--- src/rtl/nrzi_rx_deframer_if.sv ---
// nrzi_rx_deframer_if: line-side inputs and byte-side outputs of the NRZI receive deframer.
interface nrzi_rx_deframer_if;
  logic in;
  logic bit_en;
  logic rx_active;
  logic [7:0] data_out;
  logic data_valid;
  logic in_frame;
  logic stuff_err;
  modport master (output in, bit_en, rx_active, input data_out, data_valid, in_frame, stuff_err);
  modport slave (input in, bit_en, rx_active, output data_out, data_valid, in_frame, stuff_err);
endinterface

--- src/rtl/nrzi_rx_deframer.sv ---
// nrzi_rx_deframer: NRZI decode, sync hunt, zero-unstuffing and LSB-first byte assembly.
module nrzi_rx_deframer #(
  parameter logic [7:0] SYNC_PATTERN = 8'h80,
  parameter int STUFF_LEN = 6
) (
  input logic clk,
  input logic areset,
  nrzi_rx_deframer_if.slave bus
);
  typedef enum logic {HUNT, DATA} state_t;
  localparam logic [2:0] STUFF = 3'(STUFF_LEN);
  state_t state;
  logic prev_line;
  logic [7:0] window, shift_reg;
  logic [2:0] ones_cnt, bit_cnt;
  logic dbit;
  logic [7:0] win_nxt, byte_nxt;
  assign dbit = bus.in == prev_line;
  assign win_nxt = {dbit, window[7:1]};
  assign byte_nxt = {dbit, shift_reg[7:1]};
  always_ff @(posedge clk or posedge areset)
    if (areset) begin
      state <= HUNT;
      prev_line <= 1'b1;
      window <= '0;
      shift_reg <= '0;
      ones_cnt <= '0;
      bit_cnt <= '0;
      bus.data_out <= '0;
      bus.data_valid <= 1'b0;
      bus.in_frame <= 1'b0;
      bus.stuff_err <= 1'b0;
    end else begin
      bus.data_valid <= 1'b0;
      bus.stuff_err <= 1'b0;
      if (!bus.rx_active) begin
        state <= HUNT;
        bus.in_frame <= 1'b0;
        prev_line <= 1'b1;
        window <= '0;
        shift_reg <= '0;
        ones_cnt <= '0;
        bit_cnt <= '0;
      end else if (bus.bit_en) begin
        prev_line <= bus.in;
        if (state == HUNT) begin
          window <= win_nxt;
          if (win_nxt == SYNC_PATTERN) begin
            state <= DATA;
            bus.in_frame <= 1'b1;
            bit_cnt <= '0;
            ones_cnt <= 3'd1;
          end
        end else if (ones_cnt == STUFF) begin
          // a 1 where a stuffed 0 was required kills the frame
          if (dbit) begin
            bus.stuff_err <= 1'b1;
            state <= HUNT;
            bus.in_frame <= 1'b0;
            window <= '0;
            shift_reg <= '0;
            ones_cnt <= '0;
            bit_cnt <= '0;
          end else
            ones_cnt <= '0;
        end else begin
          shift_reg <= byte_nxt;
          ones_cnt <= dbit ? ones_cnt + 3'd1 : 3'd0;
          bit_cnt <= bit_cnt + 3'd1;
          if (bit_cnt == 3'd7) begin
            bus.data_out <= byte_nxt;
            bus.data_valid <= 1'b1;
          end
        end
      end
    end
endmodule

--- src/flat_wrapper.sv ---
// flat-port wrapper written by rule: the top's interface ports become plain ports
module nrzi_rx_deframer_flat 
#(
  parameter logic [7:0] SYNC_PATTERN = 8'h80,
  parameter int STUFF_LEN = 6
)
  (clk, areset, bus_in, bus_bit_en, bus_rx_active, bus_data_out, bus_data_valid, bus_in_frame, bus_stuff_err);
  nrzi_rx_deframer_if bus_i ();
  input logic clk;
  input logic areset;
  input wire logic [$bits(bus_i.in)-1:0] bus_in;
  input wire logic [$bits(bus_i.bit_en)-1:0] bus_bit_en;
  input wire logic [$bits(bus_i.rx_active)-1:0] bus_rx_active;
  output wire logic [$bits(bus_i.data_out)-1:0] bus_data_out;
  output wire logic [$bits(bus_i.data_valid)-1:0] bus_data_valid;
  output wire logic [$bits(bus_i.in_frame)-1:0] bus_in_frame;
  output wire logic [$bits(bus_i.stuff_err)-1:0] bus_stuff_err;
  assign bus_i.in = bus_in;
  assign bus_i.bit_en = bus_bit_en;
  assign bus_i.rx_active = bus_rx_active;
  assign bus_data_out = bus_i.data_out;
  assign bus_data_valid = bus_i.data_valid;
  assign bus_in_frame = bus_i.in_frame;
  assign bus_stuff_err = bus_i.stuff_err;
  nrzi_rx_deframer #(.SYNC_PATTERN(SYNC_PATTERN), .STUFF_LEN(STUFF_LEN)) u_core (.clk(clk), .areset(areset), .bus(bus_i));
endmodule
--- config.mk ---
export PLATFORM = sky130hd
export DESIGN_NAME = nrzi_rx_deframer_flat
export DESIGN_NICKNAME = d
export VERILOG_FILES = /design/src/rtl/nrzi_rx_deframer_if.sv /design/src/rtl/nrzi_rx_deframer.sv /design/src/flat_wrapper.sv
export SDC_FILE = /design/constraint.sdc
export NUM_CORES = 1
export LEC_CHECK = 0
export CAP_MARGIN = 0
export CORE_ASPECT_RATIO = 1.2
export CORE_UTILIZATION = 50
export DETAILED_ROUTE_END_ITERATION = 8
export PLACE_DENSITY = 0.72
export SLEW_MARGIN = 20
export SYNTH_ARGS = -nofsm -noshare
export SYNTH_HDL_FRONTEND = slang
export SYNTH_SLANG_ARGS = --single-unit
--- constraint.sdc ---
create_clock -name clk -period 2.45 [get_ports clk]
set_clock_uncertainty 0.2 [all_clocks]
set_input_delay 0.245 -clock clk [delete_from_list [all_inputs] [get_ports clk]]
set_output_delay 0.245 -clock clk [all_outputs]
set_load 0.01 [all_outputs]
Word-level counts from Yosys, hierarchy flattened:

Index checks and enable logic that the tools add are counted.

* register bits after elaboration: 35
* bits of input ports: 5
* memories kept: 0
* latch bits: 0
* word-level logic and storage cells: 75
* output and inout port bits: 11
* memory bits (writable): 0
* bits in read-only memories: 0

* $add $sub $neg: 2
* shift-type cells: 0
* multipliers: 0
* div/mod/pow operators: 0
* eq/ne operators: 11
* order comparisons: 0
* muxes and demuxes: 45
* reductions and logical operators: 6
* bitwise logic cells: 1

Operator list (number)
* $mux W8: 9
* $mux W3: 12
* $mux W1: 24
* $reduce_and A3 Y1: 3
* $eq A8 B8 Y1 const B: 1
* $add A3 B1 Y3 const B: 2
* $eq A3 B3 Y1 const B: 2
* $ne A3 B3 Y1 const B: 2
* $reduce_and A5 Y1: 1
* $ne A4 B4 Y1 const B: 1
* $reduce_and A4 Y1: 1
* $ne A3 B1 Y1 const B: 1
* $ne A3 B2 Y1 const B: 1
* $ne A2 B1 Y1 const B: 1
* $ne A2 B2 Y1 const B: 1
* $reduce_and A2 Y1: 1
* $eq A1 B1 Y1: 1
* $not A1 Y1: 1

Logic depth before layout (Yosys ltp):

Gate-level depths: netlist of run 1.

* depth after elaboration: 6
* gate-level depth with buffers: 8
* gate-level depth less buffers: 6

Worst setup path before layout of run 1:

No wires, ideal clock.

* path kind: register -> register
* start point: register u_core.ones_cnt[0]
* end point: register u_core.bus.data_out[0]
* setup slack: 416 ps
* arrival: 1709 ps
* period minus slack after synthesis: 2034 ps
* setup time: 125 ps
* buffers on the path: 2
* cell stages (with the launch flop): 9
* required time: 2125 ps
* path through: dfrtp_1 -> inv_1 -> ha_1 -> and2_1 -> buf_6 -> nor3_2 -> and2_1 -> buf_4 -> mux2_2

* cells in the longest elaborated chain, start to end: 3

RTL lines
* from (decl): RTL line nrzi_rx_deframer.sv:15 `logic [2:0] ones_cnt, bit_cnt;`
* from (signal assigned): RTL line nrzi_rx_deframer.sv:68 `ones_cnt <= dbit ? ones_cnt + 3'd1 : 3'd0;`
* $eq A3 B3 Y1: RTL line nrzi_rx_deframer.sv:54 `end else if (ones_cnt == STUFF) begin`
* $not A1 Y1 (no line)
* $reduce_and A5 Y1 (no line)
* to (signal assigned): RTL line nrzi_rx_deframer.sv:71 `bus.data_out <= byte_nxt;`
* to (decl): RTL line nrzi_rx_deframer_if.sv:11 `modport slave (input in, bit_en, rx_active, output data_out, data_valid, in_frame, stuff_err);`

No other way between the ends.
A chain may end at the register's enable or synchronous reset.

Worst setup path in the final report of run 1:

* start point: register u_core.ones_cnt[0]
* end point: register u_core.bus.data_out[6]

The elaborated chain is that of the path after synthesis.

==> Implementation_results.wiki, run 1 <==
{| class="wikitable"
! Metric !! Value
|-
| Status || complete, no violations
|-
| Proportion of synthesized flip-flops having asynchronous set or reset || 1.00
|-
| Worst stage delay on the critical path || 420 ps
|-
| Post-cts sizing count || 0
|-
| CP Class || register to register
|-
| Max-Cap Viols || 0
|-
| Cell row count || 21
|-
| Per-instance average area after synthesis || 10.9 µm²
|-
| CP top delay family || simple AND/OR/NAND/NOR gates
|-
| Largest net degree at the start of global routing || 34
|-
| Number of filler cells placed in the layout || 247
|-
| Worst slew margin relative to its limit || 0.614
|-
| Floorplan core area || 0.00286 mm²
|-
| TritonCTS clock tree || yes
|-
| 1st-pass router iterations || 4
|-
| Syn nets || 150
|-
| Max VDD drop || 367 µV
|-
| Total count of hold-check failures in the final report || 0
|-
| Number of global-route vias before repair || 1135
|-
| Number of enable-type register cells in the synthesized netlist || 0
|-
| Number of buffers created by CTS || 5
|-
| Clock slew at the register clock pins of the worst setup and hold paths || 100 ps
|-
| Post-DR vias/cell || 5.67
|-
| Clock Power Share || 0.333
|-
| Die Height || 62.7 µm
|-
| Detail Placement HPWL || 2.01 mm
|-
| Cells along the critical path || inv_1, ha_1, and2_1, nor3_2, and2_1, mux2_2
|-
| Remaining number of nets flagged by the antenna check after routing || 0
|-
| Most frequently used flop master after synthesis || sky130_fd_sc_hd__dfrtp_1
|-
| Io pins || 16
|-
| Post-placement cell area || 0.00173 mm²
|-
| Setup fix buffers added after clock tree synthesis || 0
|-
| Overall fraction of global-route tracks in use || 0.209
|-
| Final Max Tran Viols || 0
|-
| Endpoint kind of the worst setup timing path || register
|-
| Leakage || 0.825 nW
|-
| Layout Nets || 171
|-
| Startpoint class of the critical path || register
|-
| Area of combinational cells with multiple inputs || 646 µm²
|-
| Share of the core filled with cells || 0.627
|-
| Clock sinks || 33
|-
| Synth warnings || 0
|-
| Final Total Pwr || 1.04 mW
|-
| Number of buffers between clock root and the deepest sink || 2
|-
| Total Routed Length || 2.87 mm
|-
| Ant. Diodes || 0
|-
| Netlist Area Pre-Place || 0.00153 mm²
|-
| Pre-CTS WS || 225 ps
|-
| Maximum fanout encountered on the critical timing path || 9
|-
| Sequential element share of the synthesized area || 0.539
|-
| Fin Setup TNS || 0 ps
|-
| Comb pwr share || 0.116
|-
| Crit path arrival time || 2210 ps
|-
| Post-synthesis cell type count || 38
|-
| GPL Wtd Cong || 0.823
|-
| Share of total power consumed by net switching || 0.257
|-
| Number of antenna violations at the first check in global routing || 0
|-
| Post-synthesis cell count || 141
|-
| Sequential share of power || 0.551
|-
| Die W || 52.6 µm
|-
| Most frequent cell on the critical path || sky130_fd_sc_hd__and2_1
|-
| Floorplan die area || 0.00329 mm²
|-
| Total overflow reported by the global router || 0
|-
| Total net switching power || 0.268 mW
|-
| Non-filler instance count after layout || 197
|-
| Leading cell types in the layout, fill and taps excluded || sky130_fd_sc_hd__dfrtp_1 (32), sky130_fd_sc_hd__nand2_1 (29), sky130_fd_sc_hd__o21ai_0 (15), sky130_fd_sc_hd__clkdlybuf4s50_1 (15), sky130_fd_sc_hd__mux2_2 (9)
|-
| Initial DRC Count || 21
|-
| Max FFs per register || 8
|-
| Buffer and inverter count on the worst path || 1
|-
| Cell with the biggest individual delay on the critical path || sky130_fd_sc_hd__dfrtp_1
|-
| Effective utilization at floorplan || 0.536
|-
| Synthesis-stage register bit count || 33
|-
| Routed vias || 1117
|-
| Maximum level of the CTS H-tree || 2
|-
| Clock insertion delay at the later pin of the skew report || 340 ps
|-
| Post-CTS Hold Buffers || 0
|-
| Clk root buf || sky130_fd_sc_hd__clkbuf_4
|-
| Highest Clock Rate || 457 MHz
|-
| Post-placement cell count || 189
|-
| # port buffers || 15
|-
| Number of DRC violations after detailed routing || 0
|-
| Design internal power || 0.773 mW
|-
| Layout area overhead || 17.0%
|-
| RSZ-0062 raised after global routing || no
|-
| Type of the worst min-delay path || input pin to async pin
|-
| Required time of the critical path || 2470 ps
|-
| Design Area, Final || 0.00180 mm²
|-
| Fin crit period || 2190 ps
|-
| Detailed-route wire length per cell || 14.5 µm
|-
| FF/Latch Area || 827 µm²
|-
| First-pass GRT wire length || 4.93 mm
|-
| Post-route worst setup slack || 261 ps
|-
| Areal power density over the cells || 579 mW/mm²
|-
| Number of setup violations in the final report || 0
|-
| Fraction of final layout cells sized beyond drive strength 1 || 0.190
|-
| Commonest non-fill, non-tap cell in the layout || sky130_fd_sc_hd__dfrtp_1
|-
| Least-Margin Pin Slew || 579 ps
|-
| Share of the clock period used by the worst path || 0.893
|-
| Fin Hold WS || 84.6 ps
|}
per-layer routing:
layer  GRT usage  vias up  routed length [µm]
li1            -      537                   -
met1       0.244      547                1240
met2       0.337       28                1460
met3      0.0511        5                 119
met4       0.122        0                  53
met5           0        -                   0
final timing paths:
check                           cells after the start              startpoint                      to  slack [ps]
worst min-delay path                                3                  areset  u_core.bus.data_out[7]          80
min in group clk                                    1  u_core.bus.data_out[0]  u_core.bus.data_out[0]         310
worst max-delay path                                6      u_core.ones_cnt[0]  u_core.bus.data_out[6]         260
worst min register to register                      1  u_core.bus.data_out[0]  u_core.bus.data_out[0]         310
max in group asynchronous                           3                  areset        u_core.prev_line        1640
worst max register to register                      6      u_core.ones_cnt[0]  u_core.bus.data_out[6]         260
cells by family (layout without fill, tap and decap cells):
group,after synthesis,in the layout,synth area share
adders and majority gates,4,4,0.0326
DFF,33,33,0.539
and+or+nand+nor,51,51,0.162
buffers and inverters,11,33,0.0400
xor gates and xnor gates,3,3,0.0220
AOI/OAI and AO/OA,29,29,0.131
muxes,10,10,0.0726
cells in the mapped netlist (2+ instances only):
library cell	number	area, µm²
sky130_fd_sc_hd__a21oi_1	3	15.0
sky130_fd_sc_hd__and2_1	2	12.5
sky130_fd_sc_hd__buf_6	2	22.5
sky130_fd_sc_hd__clkbuf_1	3	11.3
sky130_fd_sc_hd__dfrtp_1	32	801
sky130_fd_sc_hd__ha_1	4	50.1
sky130_fd_sc_hd__inv_1	4	15.0
sky130_fd_sc_hd__mux2_2	9	101
sky130_fd_sc_hd__nand2_1	29	109
sky130_fd_sc_hd__nand4_1	2	12.5
sky130_fd_sc_hd__nor2_1	3	11.3
sky130_fd_sc_hd__o21ai_0	15	75.1
sky130_fd_sc_hd__or3_1	7	43.8
sky130_fd_sc_hd__xor2_1	2	17.5
final cells by class:
cell class / count / share of cell area
clock buffer: 7 / 0.0362
clock inverter: 1 / 0.00279
inverter: 4 / 0.00836
multi-input combinational: 97 / 0.360
sequential: 33 / 0.461
tap: 34 / 0.0237
timing repair buffer: 21 / 0.109
worst min-delay path: stages:
cell,delay [ps]
sky130_fd_sc_hd__clkdlybuf4s50_1,390
sky130_fd_sc_hd__inv_1,50
sky130_fd_sc_hd__buf_4,360
power groups by stage:
stage	clock [mW]	combinational (mW)	sequential (mW)
2_1_floorplan	0	0.0859	0.581
3_3_place_gp	0	0.118	0.583
3_5_place_dp	0	0.121	0.584
4_1_cts	0.358	0.121	0.574
5_1_grt	0.385	0.135	0.576
6_report	0.346	0.121	0.573
Note: power is estimated with default switching activity, not from simulation.
==> run 2, diff against run 1 <==
Settings changed: CORE_UTILIZATION 50 to 55, CTS_CLUSTER_SIZE set to 40, PLACE_DENSITY 0.72 to 0.78.
==> run 2 against run 1 <==
Compared with the run above: worst setup slack better by 49 ps; register-to-register slack better by 50 ps; global-route usage is 2.3 points higher; total power is 6.4% lower.
==> Implementation_results.wiki, run 2 (synthesis results as in run 1) <==
{| class="wikitable"
! Metric !! Value
|-
| Status || complete, no violations
|-
| Clk root buf || sky130_fd_sc_hd__clkbuf_4
|-
| Final Max Tran Viols || 0 (unchanged)
|-
| Commonest non-fill, non-tap cell in the layout || sky130_fd_sc_hd__dfrtp_1
|-
| Flop2flop setup slack || 310 ps (+50 ps)
|-
| Share of total power consumed by net switching || 0.263 (+0.00577)
|-
| Most frequent cell on the critical path || sky130_fd_sc_hd__and2_1
|-
| RSZ-0062 raised after global routing || no
|-
| Max VDD drop || 355 µV (-3.1%)
|-
| Worst slew margin relative to its limit || 0.628 (+0.0137)
|-
| Layout Nets || 172 (+0.58%)
|-
| Clock insertion delay at the later pin of the skew report || 330 ps (about the same)
|-
| Remaining number of nets flagged by the antenna check after routing || 0 (unchanged)
|-
| Clock Power Share || 0.289 (-0.044)
|-
| Post-CTS Hold Buffers || 0 (unchanged)
|-
| Reg-to-reg startpoint || u_core.ones_cnt[0]
|-
| Design Area, Final || 0.00178 mm² (-0.77%)
|-
| Worst stage delay on the critical path || 410 ps (about the same)
|-
| Final Total Pwr || 0.974 mW (-6.4%)
|-
| Total number of cells along the worst setup path || 6 (unchanged)
|-
| Number of buffers between clock root and the deepest sink || 2 (unchanged)
|-
| Initial DRC Count || 50 (+140%)
|-
| Maximum level of the CTS H-tree || 2 (unchanged)
|-
| Routed vias || 1093 (-2.1%)
|-
| 1st-pass router iterations || 4 (unchanged)
|-
| Fin Hold WS || 88.0 ps (+3.40 ps)
|-
| Io pins || 16 (unchanged)
|-
| Type of the worst min-delay path || input pin to async pin
|-
| # port buffers || 15 (unchanged)
|-
| Maximum fanout encountered on the critical timing path || 9 (unchanged)
|-
| Total net switching power || 0.256 mW (-4.3%)
|-
| Post-route worst setup slack || 310 ps (+48.8 ps)
|-
| Max-Cap Viols || 0 (unchanged)
|-
| Number of setup violations in the final report || 0 (unchanged)
|-
| Die W || 50.2 µm (-4.5%)
|-
| Detail Placement HPWL || 2.00 mm (-0.83%)
|-
| Post-DR vias/cell || 5.55 (-2.1%)
|-
| CP Class || register to register
|-
| Highest Clock Rate || 467 MHz (+2.3%)
|-
| Cell with the biggest individual delay on the critical path || sky130_fd_sc_hd__dfrtp_1
|-
| Effective utilization at floorplan || 0.595 (+0.0595)
|-
| Number of DRC violations after detailed routing || 0 (unchanged)
|-
| Floorplan core area || 0.00258 mm² (-10%)
|-
| Number of buffers created by CTS || 5 (unchanged)
|-
| Origin of the worst setup path || u_core.ones_cnt[0]
|-
| Endpoint kind of the worst setup timing path || register
|-
| Leading cell types in the layout, fill and taps excluded || sky130_fd_sc_hd__dfrtp_1 (32), sky130_fd_sc_hd__nand2_1 (29), sky130_fd_sc_hd__o21ai_0 (15), sky130_fd_sc_hd__clkdlybuf4s50_1 (15), sky130_fd_sc_hd__mux2_2 (9)
|-
| Total overflow reported by the global router || 0 (unchanged)
|-
| Design internal power || 0.718 mW (-7.1%)
|-
| Least-Margin Pin Slew || 558 ps (-20.6 ps)
|-
| Fraction of final layout cells sized beyond drive strength 1 || 0.183 (-0.00726)
|-
| Ant. Diodes || 0 (unchanged)
|-
| Detailed-route wire length per cell || 14.0 µm (-4.0%)
|-
| Setup fix buffers added after clock tree synthesis || 0 (unchanged)
|-
| Comb pwr share || 0.122 (+0.006)
|-
| Leakage || 0.819 nW (-0.79%)
|-
| Clock sinks || 33 (unchanged)
|-
| Fin Setup TNS || 0 ps (unchanged)
|-
| Startpoint class of the critical path || register
|-
| Sequential share of power || 0.589 (+0.038)
|-
| Cell row count || 20 (-4.8%)
|-
| Cells along the critical path || inv_1, ha_1, and2_1, nor3_2, and2_1, mux2_2
|-
| Crit path arrival time || 2150 ps (-60 ps)
|-
| Capture point of the worst path || u_core.bus.data_out[6]
|-
| Post-cts sizing count || 0 (unchanged)
|-
| Post-placement cell area || 0.00173 mm² (+0.36%)
|-
| Max FFs per register || 8 (unchanged)
|-
| Buffer and inverter count on the worst path || 1 (unchanged)
|-
| Number of antenna violations at the first check in global routing || 0 (unchanged)
|-
| Layout area overhead || 16.2%
|-
| Depth of the worst register-to-register path || 6 (unchanged)
|-
| Total Routed Length || 2.75 mm (-4.0%)
|-
| Required time of the critical path || 2460 ps (about the same)
|-
| Overall fraction of global-route tracks in use || 0.232 (+0.0230)
|-
| GPL Wtd Cong || 0.819 (-0.53%)
|-
| Clock slew at the register clock pins of the worst setup and hold paths || 100 ps (about the same)
|-
| Floorplan die area || 0.00301 mm² (-8.8%)
|-
| End of the worst register-to-register path || u_core.bus.data_out[6]
|-
| Pre-CTS WS || 259 ps (+34.0 ps)
|-
| TritonCTS clock tree || yes
|-
| Areal power density over the cells || 547 mW/mm² (-5.6%)
|-
| Fin crit period || 2140 ps (-48.8 ps)
|-
| CP top delay family || simple AND/OR/NAND/NOR gates
|-
| Number of global-route vias before repair || 1161 (+2.3%)
|-
| Largest net degree at the start of global routing || 34 (unchanged)
|-
| Share of the clock period used by the worst path || 0.874 (-0.0199)
|-
| Die Height || 59.9 µm (-4.5%)
|-
| First-pass GRT wire length || 5.06 mm (+2.5%)
|-
| Total count of hold-check failures in the final report || 0 (unchanged)
|}
==> run 2: cell count changes in the layout (fill, tap and decap cells not counted), sizes merged <==
cell,before,now
buf,6,7
==> run 2: power groups by stage <==
| stage | logic, mW | registers, mW | clock network, mW |
|---|---|---|---|
| after floorplan | 0.0859 | 0.581 | 0 |
| after global placement | 0.117 | 0.583 | 0 |
| after detailed placement | 0.120 | 0.584 | 0 |
| after CTS | 0.120 | 0.573 | 0.291 |
| after global routing | 0.135 | 0.575 | 0.310 |
| final | 0.119 | 0.574 | 0.281 |
==> run 2: worst min-delay path, cell delays in order <==
cell and delay [ps]:
sky130_fd_sc_hd__clkdlybuf4s50_1 390, sky130_fd_sc_hd__inv_1 50, sky130_fd_sc_hd__buf_4 360
==> run 2: layout make-up <==
type	count	area (µm²)
clock buffer	7	45.0
clock inverter	1	5.00
fill	185	796
inverter	4	15.0
multi-input combinational	97	646
sequential	33	827
tap	33	41.3
timing repair buffer	22	203
==> run 2: metal layers <==
| layer | track usage | vias to the layer above | wire [µm] |
|---|---|---|---|
| li1 | - | 537 | - |
| met1 | 0.275 | 525 | 1220 |
| met2 | 0.390 | 24 | 1380 |
| met3 | 0.0458 | 7 | 83 |
| met4 | 0.139 | 0 | 71 |
| met5 | 0 | - | 0 |
==> run 2: worst min-delay path by stage <==
stage	depth (start not counted)	to	slack, ps
floorplan	1	u_core.bit_cnt[0]	170
global placement	2	u_core.window[1]	260
detailed placement	2	u_core.window[1]	270
CTS	3	u_core.bus.stuff_err	100
global route	3	u_core.bus.stuff_err	140
finish	3	u_core.window[3]	90
==> run 2: through the flow <==
step / utilization / std cells
6_report: 0.691 / 197
5_1_grt: 0.691 / 197
4_1_cts: 0.691 / 197
3_5_place_dp: 0.672 / 189
3_3_place_gp: 0.672 / 189
2_1_floorplan: - / 141
